[src/rtl/scene_fade_ctrl.sv]
// Scene sequencer (INTRO->PLAY->OVER) with per-frame-group fade to black on every scene change.
// Colour path: 1-cycle latency; no backpressure, events arriving mid-fade or out of scene are dropped.
module scene_fade_ctrl #(
    parameter int FADE_FRAMES = 4,
    parameter int LVL_MAX     = 16
) (
    input  logic       vga_clk,
    input  logic       reset,
    input  logic       frame_start,
    input  logic       start_key,
    input  logic       game_over,
    input  logic       blank,
    input  logic [3:0] red_in,
    input  logic [3:0] green_in,
    input  logic [3:0] blue_in,
    output logic [1:0] scene,
    output logic       fade_busy,
    output logic [3:0] red,
    output logic [3:0] green,
    output logic [3:0] blue
);

    typedef enum logic [2:0] {
        INTRO_SHOW,
        PLAY_SHOW,
        OVER_SHOW,
        FADE_OUT,
        FADE_IN
    } state_t;

    localparam int              CW       = (FADE_FRAMES > 1) ? $clog2(FADE_FRAMES) : 1;
    localparam logic [CW-1:0]   CNT_LAST = CW'(FADE_FRAMES - 1);
    localparam logic [4:0]      LVL_FULL = 5'(LVL_MAX);
    localparam logic [1:0]      SC_INTRO = 2'd0;
    localparam logic [1:0]      SC_PLAY  = 2'd1;
    localparam logic [1:0]      SC_OVER  = 2'd2;

    state_t        state, state_n;
    logic [1:0]    target, target_n, scene_n;
    logic [4:0]    level, level_n;
    logic [CW-1:0] frame_cnt, frame_cnt_n;
    logic          key_q;
    logic          key_rise;

    assign key_rise = start_key & ~key_q;

    function automatic logic [3:0] fade(input logic [3:0] c, input logic [4:0] l);
        return 4'(({5'd0, c} * {4'd0, l}) >> 4);
    endfunction

    always_comb begin
        state_n     = state;
        target_n    = target;
        scene_n     = scene;
        level_n     = level;
        frame_cnt_n = frame_cnt;
        fade_busy   = 1'b0;
        case (state)
            INTRO_SHOW: if (key_rise) begin
                state_n     = FADE_OUT;
                target_n    = SC_PLAY;
                frame_cnt_n = '0;
            end
            // game_over takes priority; key presses mean nothing during play
            PLAY_SHOW: if (game_over) begin
                state_n     = FADE_OUT;
                target_n    = SC_OVER;
                frame_cnt_n = '0;
            end
            OVER_SHOW: if (key_rise) begin
                state_n     = FADE_OUT;
                target_n    = SC_INTRO;
                frame_cnt_n = '0;
            end
            FADE_OUT: begin
                fade_busy = 1'b1;
                if (level == 5'd0) begin
                    // screen is black: safe to switch the mapper
                    state_n     = FADE_IN;
                    scene_n     = target;
                    frame_cnt_n = '0;
                end else if (frame_start) begin
                    if (frame_cnt == CNT_LAST) begin
                        frame_cnt_n = '0;
                        level_n     = level - 1'b1;
                    end else begin
                        frame_cnt_n = frame_cnt + 1'b1;
                    end
                end
            end
            FADE_IN: begin
                fade_busy = 1'b1;
                if (level == LVL_FULL) begin
                    case (target)
                        SC_PLAY: state_n = PLAY_SHOW;
                        SC_OVER: state_n = OVER_SHOW;
                        default: state_n = INTRO_SHOW;
                    endcase
                end else if (frame_start) begin
                    if (frame_cnt == CNT_LAST) begin
                        frame_cnt_n = '0;
                        level_n     = level + 1'b1;
                    end else begin
                        frame_cnt_n = frame_cnt + 1'b1;
                    end
                end
            end
            default: state_n = INTRO_SHOW;
        endcase
    end

    always_ff @(posedge vga_clk or posedge reset) begin
        if (reset) begin
            state     <= INTRO_SHOW;
            target    <= SC_INTRO;
            scene     <= SC_INTRO;
            level     <= LVL_FULL;
            frame_cnt <= '0;
            key_q     <= 1'b0;
        end else begin
            state     <= state_n;
            target    <= target_n;
            scene     <= scene_n;
            level     <= level_n;
            frame_cnt <= frame_cnt_n;
            key_q     <= start_key;
        end
    end

    always_ff @(posedge vga_clk or posedge reset) begin
        if (reset) begin
            red   <= 4'd0;
            green <= 4'd0;
            blue  <= 4'd0;
        end else if (!blank) begin
            red   <= 4'd0;
            green <= 4'd0;
            blue  <= 4'd0;
        end else begin
            red   <= fade(red_in, level);
            green <= fade(green_in, level);
            blue  <= fade(blue_in, level);
        end
    end

endmodule

[config.mk]
export PLATFORM = sky130hd
export DESIGN_NAME = scene_fade_ctrl
export DESIGN_NICKNAME = d
export VERILOG_FILES = /design/src/rtl/scene_fade_ctrl.sv
export SDC_FILE = /design/constraint.sdc
export NUM_CORES = 1
export LEC_CHECK = 0
export CAP_MARGIN = 20
export CORE_MARGIN = 4
export CORE_UTILIZATION = 51
export DETAILED_ROUTE_END_ITERATION = 6
export PLACE_DENSITY = 0.77
export SLEW_MARGIN = 20
export SYNTH_ARGS = -nofsm -noshare
export SYNTH_HDL_FRONTEND = slang
export SYNTH_SLANG_ARGS = --single-unit
[constraint.sdc]
create_clock -name vga_clk -period 2.9 [get_ports vga_clk]
set_input_delay 0.435 -clock vga_clk [delete_from_list [all_inputs] [get_ports vga_clk]]
set_output_delay 0.435 -clock vga_clk [all_outputs]
set_load 0.005 [all_outputs]
### After elaboration in Yosys (flattened, before gate mapping)

Index checks and enable logic that the tools add are counted.

| cells by class | value |
|---|---|
| add/sub/neg operators | 3 |
| bitwise operators | 2 |
| mux-type cells | 27 |
| $mul | 3 |
| equality and inequality tests | 20 |
| reduce and logical (&&, ||, !) cells | 12 |

Operator list:

| operator | count |
|---|---|
| 5-bit two-way mux | 6 |
| 4-bit by 5-bit multiplier with 8-bit output | 3 |
| 2-bit != test (second input constant) | 11 |
| 2-bit two-way mux | 8 |
| 3-bit two-way mux | 4 |
| 4-bit two-way mux | 3 |
| 3-bit case mux with 4 select lines | 1 |
| 4-bit AND reduction | 3 |
| 5-bit case mux with 2 select lines | 1 |
| 2-bit case mux with 4 select lines | 1 |
| 7-bit AND reduction | 1 |
| 3-bit by 2-bit equality test with 1-bit output (second input constant) | 2 |
| 2-bit case mux with 3 select lines | 1 |
| 5-bit by 1-bit adder with 5-bit output (second input constant) | 1 |
| 5-bit equality test (second input constant) | 1 |
| 5-bit zero test | 1 |
| 5-bit by 1-bit subtractor with 5-bit output (second input constant) | 1 |
| 2-bit equality test (second input constant) | 2 |
| 2-bit case mux with 2 select lines | 1 |
| 4-bit nonzero test | 1 |
| 2-bit OR reduction | 2 |
| 3-bit by 1-bit equality test with 1-bit output (second input constant) | 1 |
| 3-bit equality test (second input constant) | 1 |
| 3-bit zero test | 1 |
| 9 further kinds | 9 |

| storage, ports and cells | value |
|---|---|
| output and inout port bits | 15 |
| logic and storage cells | 76 |
| flip-flop bits (word level) | 27 |
| bits of input ports | 18 |

### Depth between registers and ports, before layout

Gate-level depths: netlist of the first run.

| depth | value |
|---|---|
| depth after elaboration | 5 |
| depth in mapped cells | 11 |
| mapped depth without buffers | 10 |

### Worst setup path before layout of the first run

OpenSTA, ideal clock, no wires.

| path | value |
|---|---|
| path type | flip-flop to flip-flop |
| start point | reg level[1] |
| end point | reg blue[3] |
| setup slack | -0.219 ns |
| buffers on the path | 1 |
| setup time | 0.078 ns |
| data arrival time | 3.041 ns |
| clock period less this slack | 3.119 ns |
| required time | 2.822 ns |
| stages on the path, launching flop included | 12 |
| cells stage by stage | dfrtp_1 > buf_4 > and2_1 > fa_1 > inv_1 > fa_1 > inv_1 > ha_1 > nand4_1 > o2111ai_1 > a2111oi_0 > o21bai_1 |

| between the ends | value |
|---|---|
| cells in the longest elaborated chain, start to end | 2 |

RTL lines:

| item | line | source |
|---|---|---|
| start: declaration | 40 | `logic [4:0] level, level_n;` |
| start signal: assignment | 124 | `level <= level_n;` |
| 4-bit by 5-bit multiplier with 8-bit output | 48 | `return 4'(({5'd0, c} * {4'd0, l}) >> 4);` |
| 4-bit two-way mux | 135 | `end else if (!blank) begin` |
| end signal: assignment | 142 | `blue <= fade(blue_in, level);` |
| end: declaration | 20 | `output logic [3:0] blue` |

No other way between the ends.
A chain may end at the register's enable or synchronous reset.

### Worst setup path in the final report of the first run

| path | value |
|---|---|
| start point | reg level[1] |
| end point | reg blue[2] |

The elaborated chain is that of the path after synthesis.

==> flow_summary.ini, run 1 <==
[power_and_ir_drop]
seqPwrFrac = 0.427
p_int_mw = 0.781
p_switching_mw = 0.412
ir_drop_mv = 0.213
p_leak_nw = 1.65
p_clk_frac = 0.188
power_frac_comb = 0.385
powerDensity_nw_per_um2 = 349
switching_share = 0.346

[setup_path]
r2r-end = blue[2]$_DFF_PP0_
crit_path_end_kind = flop
timing.rr.start = level[1]$_DFFE_PP0P_
cp.required_ns = 3.05
path_class = flop to flop
critPathCapture = blue[2]$_DFF_PP0_
critPathArrivalTime_ns = 3.06
timing.critical_path.from_type = flop
cp_max_fo = 10
reg2reg_depth = 11
startpoint = level[1]$_DFFE_PP0P_
reg2reg_slack_ns = -0.02

[sta]
period_minus_slack_ns = 2.92
rsz0062_at_grt = yes
max_freq_ghz = 0.343
worstMarginPinSlew_ns = 0.519
setup_viol = 1
slew_headroom = 0.650
timing.final.ws_setup_ns = -0.0151
finClkSkew_ns = 0.00517
hold_viol_final = 0
min_period_over_period = 1.01
timing.final.max_slew_violations = 0

[floorplanning]
die-area_um2 = 6400
die_h_um = 80
dieWidth_um = 80
core_um2 = 4880
start_util = 0.542
io_pins = 33
fp-row-count = 25

[finish]
fillers = 378
syn2layout_area_growth_pct = 29.4
final_nets = 409
num_antenna_cells = 0
layout-drive-gt1-share = 0.230
stdcell_count = 410

[placement]
io_buffers = 32
dp_slack_ns = -0.466
dp.cells = 399
dp_hpwl_um = 4390
place_congestion = 0.825

[yosys]
ys_ff_latch = 27
ys_warn_count = 0
synth_top_flop_cell = dfrtp_1
syn_nets = 346
synth.area.top_cells = dfrtp_1 (25%), ha_1 (15%), fa_1 (12%)
synth_top_cell_area_share = 0.246
async_flop_share = 1.00
ys_seq_area_frac = 0.256
synth_cell_types = 47
syn_inst = 281
synth_edf_count = 0
synth_common_cells = nand2_1 (36), ha_1 (31), inv_1 (30)
synth.avg_cell_area_um2 = 9.41
post-synth-top-count-cell = nand2_1
syn_area_um2 = 2640
synth_top_cell_by_area = dfrtp_1

[global_route]
gr-usage-all-layers = 0.189
gr-total-overflow = 0
grt_pass1_vias = 2199
antenna_found_initial = 0
grt_max_degree = 28
grt_pass1_wl_um = 9670

[outcome]
violations = setup timing
outcome = finished, violations left

[flow_run]
cap_violations = 0

[clock_tree]
root_buffer = clkbuf_8
clkTransAtPathRegs_ns = 0.10
insertion_delay_ns = 0.28
cts_sinks = 27
htreeDepth = 1
cts-buffers-inserted = 3
cts_max_path_buffers = 2
cts_tree = yes
cts_hold_buf = 0

[min_path]
hold_class = input pin to asynchronous set/reset pin

[routing]
vias = 2179
drt_iter0_drc = 84
routed_wl_um = 5680
vias_per_cell = 5.31
wl_per_cell_um = 13.8
ant_nets = 0
dr.pass1.iters = 4
drc = 0
[per-layer routing]
layer / part of all wire / track usage
met1: 0.45 / 0.244
met5: 0 / 0
met3: 0.030 / 0.0181
met2: 0.51 / 0.334
met4: 0.011 / 0.0557
[cell type report]
class                           count  area (µm²)  area share
Clock buffer                        3        41.3      0.0121
Clock inverter                      1        7.51     0.00219
Inverter                           30         113      0.0329
Multi-Input combinational cell    214        1900       0.555
Sequential cell                    27         681       0.199
Tap cell                           67        83.8      0.0245
Timing Repair Buffer               68         596       0.174
[power by group through the flow]
stage	clock (mW)	combinational (mW)	sequential, mW
4_1_cts	0.232	0.458	0.508
3_3_place_gp	0	0.447	0.515
2_1_floorplan	0	0.359	0.477
6_report	0.224	0.459	0.510
3_5_place_dp	0	0.457	0.516
5_1_grt	0.242	0.513	0.520
[how the worst min path moves through the flow]
stage | to | startpoint | depth (start not counted) | slack (ns)
floorplan | key_q$_DFF_PP0_ | start_key | 0 | 0.47
global placement | scene[0]$_DFFE_PP0P_ | scene[0]$_DFFE_PP0P_ | 1 | 0.49
detailed placement | scene[1]$_DFFE_PP0P_ | scene[1]$_DFFE_PP0P_ | 1 | 0.50
CTS | scene[1]$_DFFE_PP0P_ | scene[1]$_DFFE_PP0P_ | 1 | 0.52
global route | target[1]$_DFFE_PP0P_ | reset | 3 | 0.54
finish | frame_cnt[0]$_DFFE_PP0P_ | reset | 3 | 0.52
[worst max-delay path, stage by stage (launching register included)]
cell       delay, ns
dfrtp_2         0.51
and2_4          0.18
fa_1            0.53
inv_1           0.05
fa_1            0.50
inv_2           0.05
ha_4            0.27
nand4_1         0.12
o2111ai_2       0.25
buf_4           0.16
xnor2_1         0.11
nor2_1          0.06
[timing repair]
item,4_1_cts,5_1_grt
pin swaps,7,3
gates resized for setup,17,8
endpoints found under the setup margin,11,12
buffers inserted,4,3
[layout by cell type (no fill, tap or decap), drive strengths merged, types with 6 or more instances in the layout]
cell type      count
clkdlybuf4s50     23
and2              28
nand2             36
buf               36
xnor2             12
ha                31
fa                16
o21bai             6
nor2               8
inv               30
a21oi             11
dlygate4sd2        9
nand4              6
dfrtp             26
[per-stage QoR]
| step | area (µm²) | power, mW | hold WS (ns) | util | setup TNS, ns |
|---|---|---|---|---|---|
| 2_1_floorplan | 2720 | 0.836 | 0.466 | - | -0.0203 |
| 3_3_place_gp | 3280 | 0.962 | 0.489 | 0.672 | -3.90 |
| 3_5_place_dp | 3280 | 0.974 | 0.499 | 0.672 | -4.62 |
| 4_1_cts | 3370 | 1.20 | 0.523 | 0.691 | 0 |
| 5_1_grt | 3420 | 1.27 | 0.543 | 0.701 | -0.738 |
| 6_report | 3420 | 1.19 | 0.518 | 0.701 | -0.0151 |
[flip-flops by register name, summed over array words and instances (netlist names)]
register   flops
blue           4
frame_cnt      2
green          4
key_q          1
level          5
red            4
scene          2
state          3
target         2
[logic make-up after synthesis]
| logic type | synth area share |
|---|---|
| AND/OR/NAND/NOR | 0.197 |
| multiplexers | 0.0256 |
| buffers and inverters | 0.0677 |
| AO/OA/AOI/OAI | 0.143 |
| XOR/XNOR | 0.0431 |
| flip-flops | 0.256 |
| adder cells (fa/ha/maj) | 0.268 |
No activity file was read; power rests on OpenSTA's default activity.
==> inputs of run 2 (changes only) <==
- CORE_ASPECT_RATIO: default -> 0.5
==> run 2 against run 1 <==
  * The run still ends with setup timing left
  * Sequential share of layout area fell by 0.79 points
  * Die area rose by 1.1%
  * Critical path type unchanged
  * Combinational power rose by 5.0%
==> flow_summary.ini, run 2 (synthesis gave the netlist of run 1 again) <==
[floorplanning]
core_um2 = 4980
die_h_um = 58.9
io_pins = 33
start_util = 0.531
die-area_um2 = 6470
dieWidth_um = 110
fp-row-count = 18

[sta]
timing.final.ws_setup_ns = -0.128
setup_viol = 5
worstMarginPinSlew_ns = 0.514
max_freq_ghz = 0.330
period_minus_slack_ns = 3.03
min_period_over_period = 1.04
rsz0062_at_grt = yes
timing.final.max_slew_violations = 0
slew_headroom = 0.654
hold-worst-slack_ns = 0.467
hold_viol_final = 0
finClkSkew_ns = 0.0100

[placement]
place_congestion = 0.844
io_buffers = 32
dp_hpwl_um = 4800
dp_slack_ns = -0.534
place_area_um2 = 3230

[finish]
fillers = 357
final_nets = 420
layout_common_cells = buf_4 (43), nand2_1 (34), inv_1 (27), ha_1 (25), clkdlybuf4s50_1 (23)
largest_reg_flops = 5
final_common_cell = buf_4
syn2layout_area_growth_pct = 35.0
stdcell_area_um2 = 3570
regMostFlops = level
num_antenna_cells = 0
layout-drive-gt1-share = 0.288
post-route-util = 0.717

[clock_tree]
root_buffer = clkbuf_8
cts-buffers-inserted = 3
htreeDepth = 1
cts_sinks = 27
cts_tree = yes
clkTransAtPathRegs_ns = 0.10
insertion_delay_ns = 0.28
cts_max_path_buffers = 2

[routing]
vias = 2324
vias_per_cell = 5.48
dr.pass1.iters = 4
drc = 0
drt_iter0_drc = 102
routed_wl_um = 7020
wl_per_cell_um = 16.5
ant_nets = 0

[power_and_ir_drop]
fin_total_pwr_mw = 1.21
powerDensity_nw_per_um2 = 340
ir_drop_mv = 0.312
p_leak_nw = 1.71

[flow_run]
cap_violations = 0

[global_route]
antenna_found_initial = 0
gr-usage-all-layers = 0.216
grt_max_degree = 16
gr-total-overflow = 0
grt_pass1_vias = 2306
grt_pass1_wl_um = 10800

[setup_path]
slowest_delay_ns = 0.49
crit_path_end_kind = flop
critPathArrivalTime_ns = 3.22
crit_chain = buf_6 > and2_4 > fa_1 > inv_1 > fa_1 > inv_2 > ha_4 > nand4_1 > o2111ai_2 > a2111oi_2 > o21bai_1
critPathSlowestCell = dfrtp_2
timing.critical_path.from_type = flop
cp.required_ns = 3.09
cp_max_fo = 6
path_class = flop to flop
cpMostUsedCell = fa_1

[outcome]
outcome = finished, violations left
violations = setup timing

[min_path]
hold_class = input pin to asynchronous set/reset pin
run 2: report_power, final:
part           leakage (nW)  switching, mW  internal, mW
combinational          1.33          0.225         0.256
sequential            0.353         0.0772         0.437
clock                0.0228          0.117        0.0985
run 2: layer usage:
layer	vias to the layer above	global-route usage	wire (µm)
met5	-	0	0
met4	0	0.0497	206
met3	17	0.0252	376
met1	1121	0.278	2890
li1	1113	-	-
met2	73	0.395	3540
run 2: path summary, 6_finish.rpt:
check,endpoint,cells past startpoint,slack [ns],start
max reg2reg,green[3]$_DFF_PP0_,11,-0.13,level[2]$_DFFE_PP0P_
max in group asynchronous,level[4]$_DFFE_PP1P_,3,1.79,reset
min reg2reg,scene[1]$_DFFE_PP0P_,1,0.53,scene[1]$_DFFE_PP0P_
min,scene[0]$_DFFE_PP0P_,2,0.47,reset
min in group vga_clk,scene[1]$_DFFE_PP0P_,1,0.53,scene[1]$_DFFE_PP0P_
max,green[3]$_DFF_PP0_,11,-0.13,level[2]$_DFFE_PP0P_
run 2: final cells by class:
type / instances / area [µm²] / area share
timing repair buffer: 79 / 677 / 0.190
tap: 70 / 87.6 / 0.0245
clock buffer: 4 / 45.0 / 0.0126
sequential: 27 / 682 / 0.191
inverter: 30 / 113 / 0.0316
multi-input combinational: 214 / 1960 / 0.550
run 2: what timing repair did:
item | in CTS | in global routing
hold buffers | 0 | 0
pin swaps | 17 | 20
endpoints found under the setup margin | 11 | 12
resized for setup | 30 | 13
buffers inserted | 21 | 5
run 2: worst max-delay path, delay by kind of cell (launching register included):
| kind | cells | cell delay, ns |
|---|---|---|
| flops | 1 | 0.49 |
| simple gates | 2 | 0.24 |
| fa+ha+maj | 3 | 1.22 |
| buf+inv | 3 | 0.25 |
| compound gates | 3 | 0.74 |
run 2: per-stage QoR:
step | setup TNS [ns] | cells
2_1_floorplan | -0.0203 | 281
3_3_place_gp | -3.69 | 396
3_5_place_dp | -4.75 | 396
4_1_cts | -0.0914 | 421
5_1_grt | -1.20 | 424
6_report | -0.281 | 424
==> inputs of run 3 (changes only) <==
- CTS_CLUSTER_DIAMETER: default -> 150
==> results of run 3 <==
Same layout as run 2: the final DEF is identical, and so are final timing and power.
==> variant, RTL diff (flow settings as in run 1) <==
`FADE_FRAMES`: 4 -> 2.
--- a/src/rtl/scene_fade_ctrl.sv
+++ b/src/rtl/scene_fade_ctrl.sv
@@ -1,7 +1,7 @@
 // Scene sequencer (INTRO->PLAY->OVER) with per-frame-group fade to black on every scene change.
 // Colour path: 1-cycle latency; no backpressure, events arriving mid-fade or out of scene are dropped.
 module scene_fade_ctrl #(
-    parameter int FADE_FRAMES = 4,
+    parameter int FADE_FRAMES = 2,
     parameter int LVL_MAX     = 16
 ) (
     input  logic       vga_clk,
Behaviour: not the same (a bounded check fails within 10 cycles, from zero or initial values and one cycle with reset high).
==> variant against run 1 <==
Synthesized area is 0.66% lower; sequential cell count decreased by 1; cell count grew 2.0%; critical endpoint is now green[2]$_DFF_PP0_; hold slack worse by 0.0087 ns; fmax grew 1.2%; routed wire length increased by 2.0%; final area up 1.6%; setup slack better by 0.036 ns; critical path type unchanged.
Power is left out: it rests on default switching activity, and per cell area and clock period it moved more than threefold.
==> variant: results (changes against run 1) <==
| Metric | Value |
|---|---|
| Status | `finished clean` |
| Pin count of the biggest net entering global routing | `20 (-29%)` |
| M2 GR Usage | `33.47% (+0.11 points)` |
| Total GRT Usage | `19.47% (+0.55 points)` |
| Dpl cells | `404 (+1.3%)` |
| Number of global-route vias before repair | `2,182 (-0.77%)` |
| Dpl ws | `-0.4611 ns (+0.004465 ns)` |
| Setup TNS | `0 ns (+0.01511 ns)` |
| Clock buf count | `3 (unchanged)` |
| Xor and xnor area share after synthesis | `4.002% (-0.30 points)` |
| Fillers | `395 (+4.5%)` |
| Post-route cell area | `3477 sq um (+1.6%)` |
| Fraction of area in multi-input gates | `55.63% (+0.11 points)` |
| Synth Area in Adders | `26.49% (-0.30 points)` |
| Clock-cell share | `2.051% (+0.62 points)` |
| Sequential cell area | `656.9 sq um (-3.5%)` |
| Nets | `416 (+1.7%)` |
| Vias per Instance | `5.333 (+0.34%)` |
| Synth Area in Compound Gates | `14.67% (+0.38 points)` |
| Signal buf overhead | `17.78% (+0.37 points)` |
| First-pass GRT wire length | `9.949 mm (+2.9%)` |
| Synth top cells by count | `nand2_1, ha_1, inv_1` |
| Post-Place Cell Area | `3271 sq um (-0.27%)` |
| Seq/Total Area, Yosys | `24.82% (-0.78 points)` |
| Worst min-delay path class | `reg2reg` |
| R2r setup slk | `0.02 ns (+0.04 ns)` |
| Syn_nets | `349 (+0.87%)` |
| Multi-input gates | `218 (+1.9%)` |
| Wire per inst | `13.86 um (about the same)` |
| Synth area leaders | `dfrtp_1, ha_1, fa_1` |
| Fmax | `347.3 MHz (+1.2%)` |
| HPWL Detailed | `4.485 mm (+2.3%)` |
| Worst Path Arrival | `3.02 ns (-0.04 ns)` |
| Met1 usage | `25.66% (+1.2 points)` |
| Share of layout cells above drive strength 1 | `26.50% (+3.5 points)` |
| Largest Register | `level` |
| Final wirelength | `5.792 mm (+2.0%)` |
| Met3 GRT Util | `3.386% (+1.6 points)` |
| CP max FO | `7 (-3)` |
| Final Wtd Congestion | `0.8070 (-2.2%)` |
| Signal buffers | `73 (+7.4%)` |
| First drt pass iteration count | `4 (unchanged)` |
| Origin of the worst setup path | `level[3]$_DFFE_PP0P_` |
| Setup Skew | `0.001890 ns (-0.003278 ns)` |
| Minimum hold slack | `0.5092 ns (-0.008706 ns)` |
| Worst Hold Depth | `1` |
| Flop and latch count out of synthesis | `26 (-3.7%)` |
| Worst Setup EP | `green[2]$_DFF_PP0_` |
| Initial DRC Count | `90 (+7.1%)` |
| Worst path top cell family by delay | `adder cells` |
| Cells after Synth | `285 (+1.4%)` |
| Post-synthesis mux area share | `2.906% (+0.35 points)` |
| Max H-tree Level | `1 (unchanged)` |
| Slew HR | `54.19% (-11 points)` |
| Clock-pin transition on the worst setup and hold timing paths | `0.08 ns (-0.02 ns)` |
-- variant: changes by cell type in the layout (fill, tap and decap cells not counted), sizes merged, moves of 2 or more --
cell | run 1 | this run
a21oi | 11 | 16
buf | 36 | 40
nand3b | 4 | 1
nor3b | 1 | 4
o221a | 0 | 3
a211oi | 5 | 3
a2bb2oi | 2 | 0
mux2i | 0 | 2
nand2 | 36 | 38
nor2b | 0 | 2
o211ai | 5 | 3
-- variant: metal layers --
| layer | wire, um | up-vias |
|---|---|---|
| met5 | 0 | - |
| met4 | 120 | 0 |
| met3 | 182 | 10 |
| met2 | 2884 | 39 |
| met1 | 2605 | 1075 |
| li1 | - | 1105 |
-- variant: what timing repair did --
action                                  4_1_cts  5_1_grt
resized for setup                            17       15
setup buffers                                 4        6
endpoints found under the hold margin         0        0
pin swaps                                     4       15
endpoints found under the setup margin        9       10
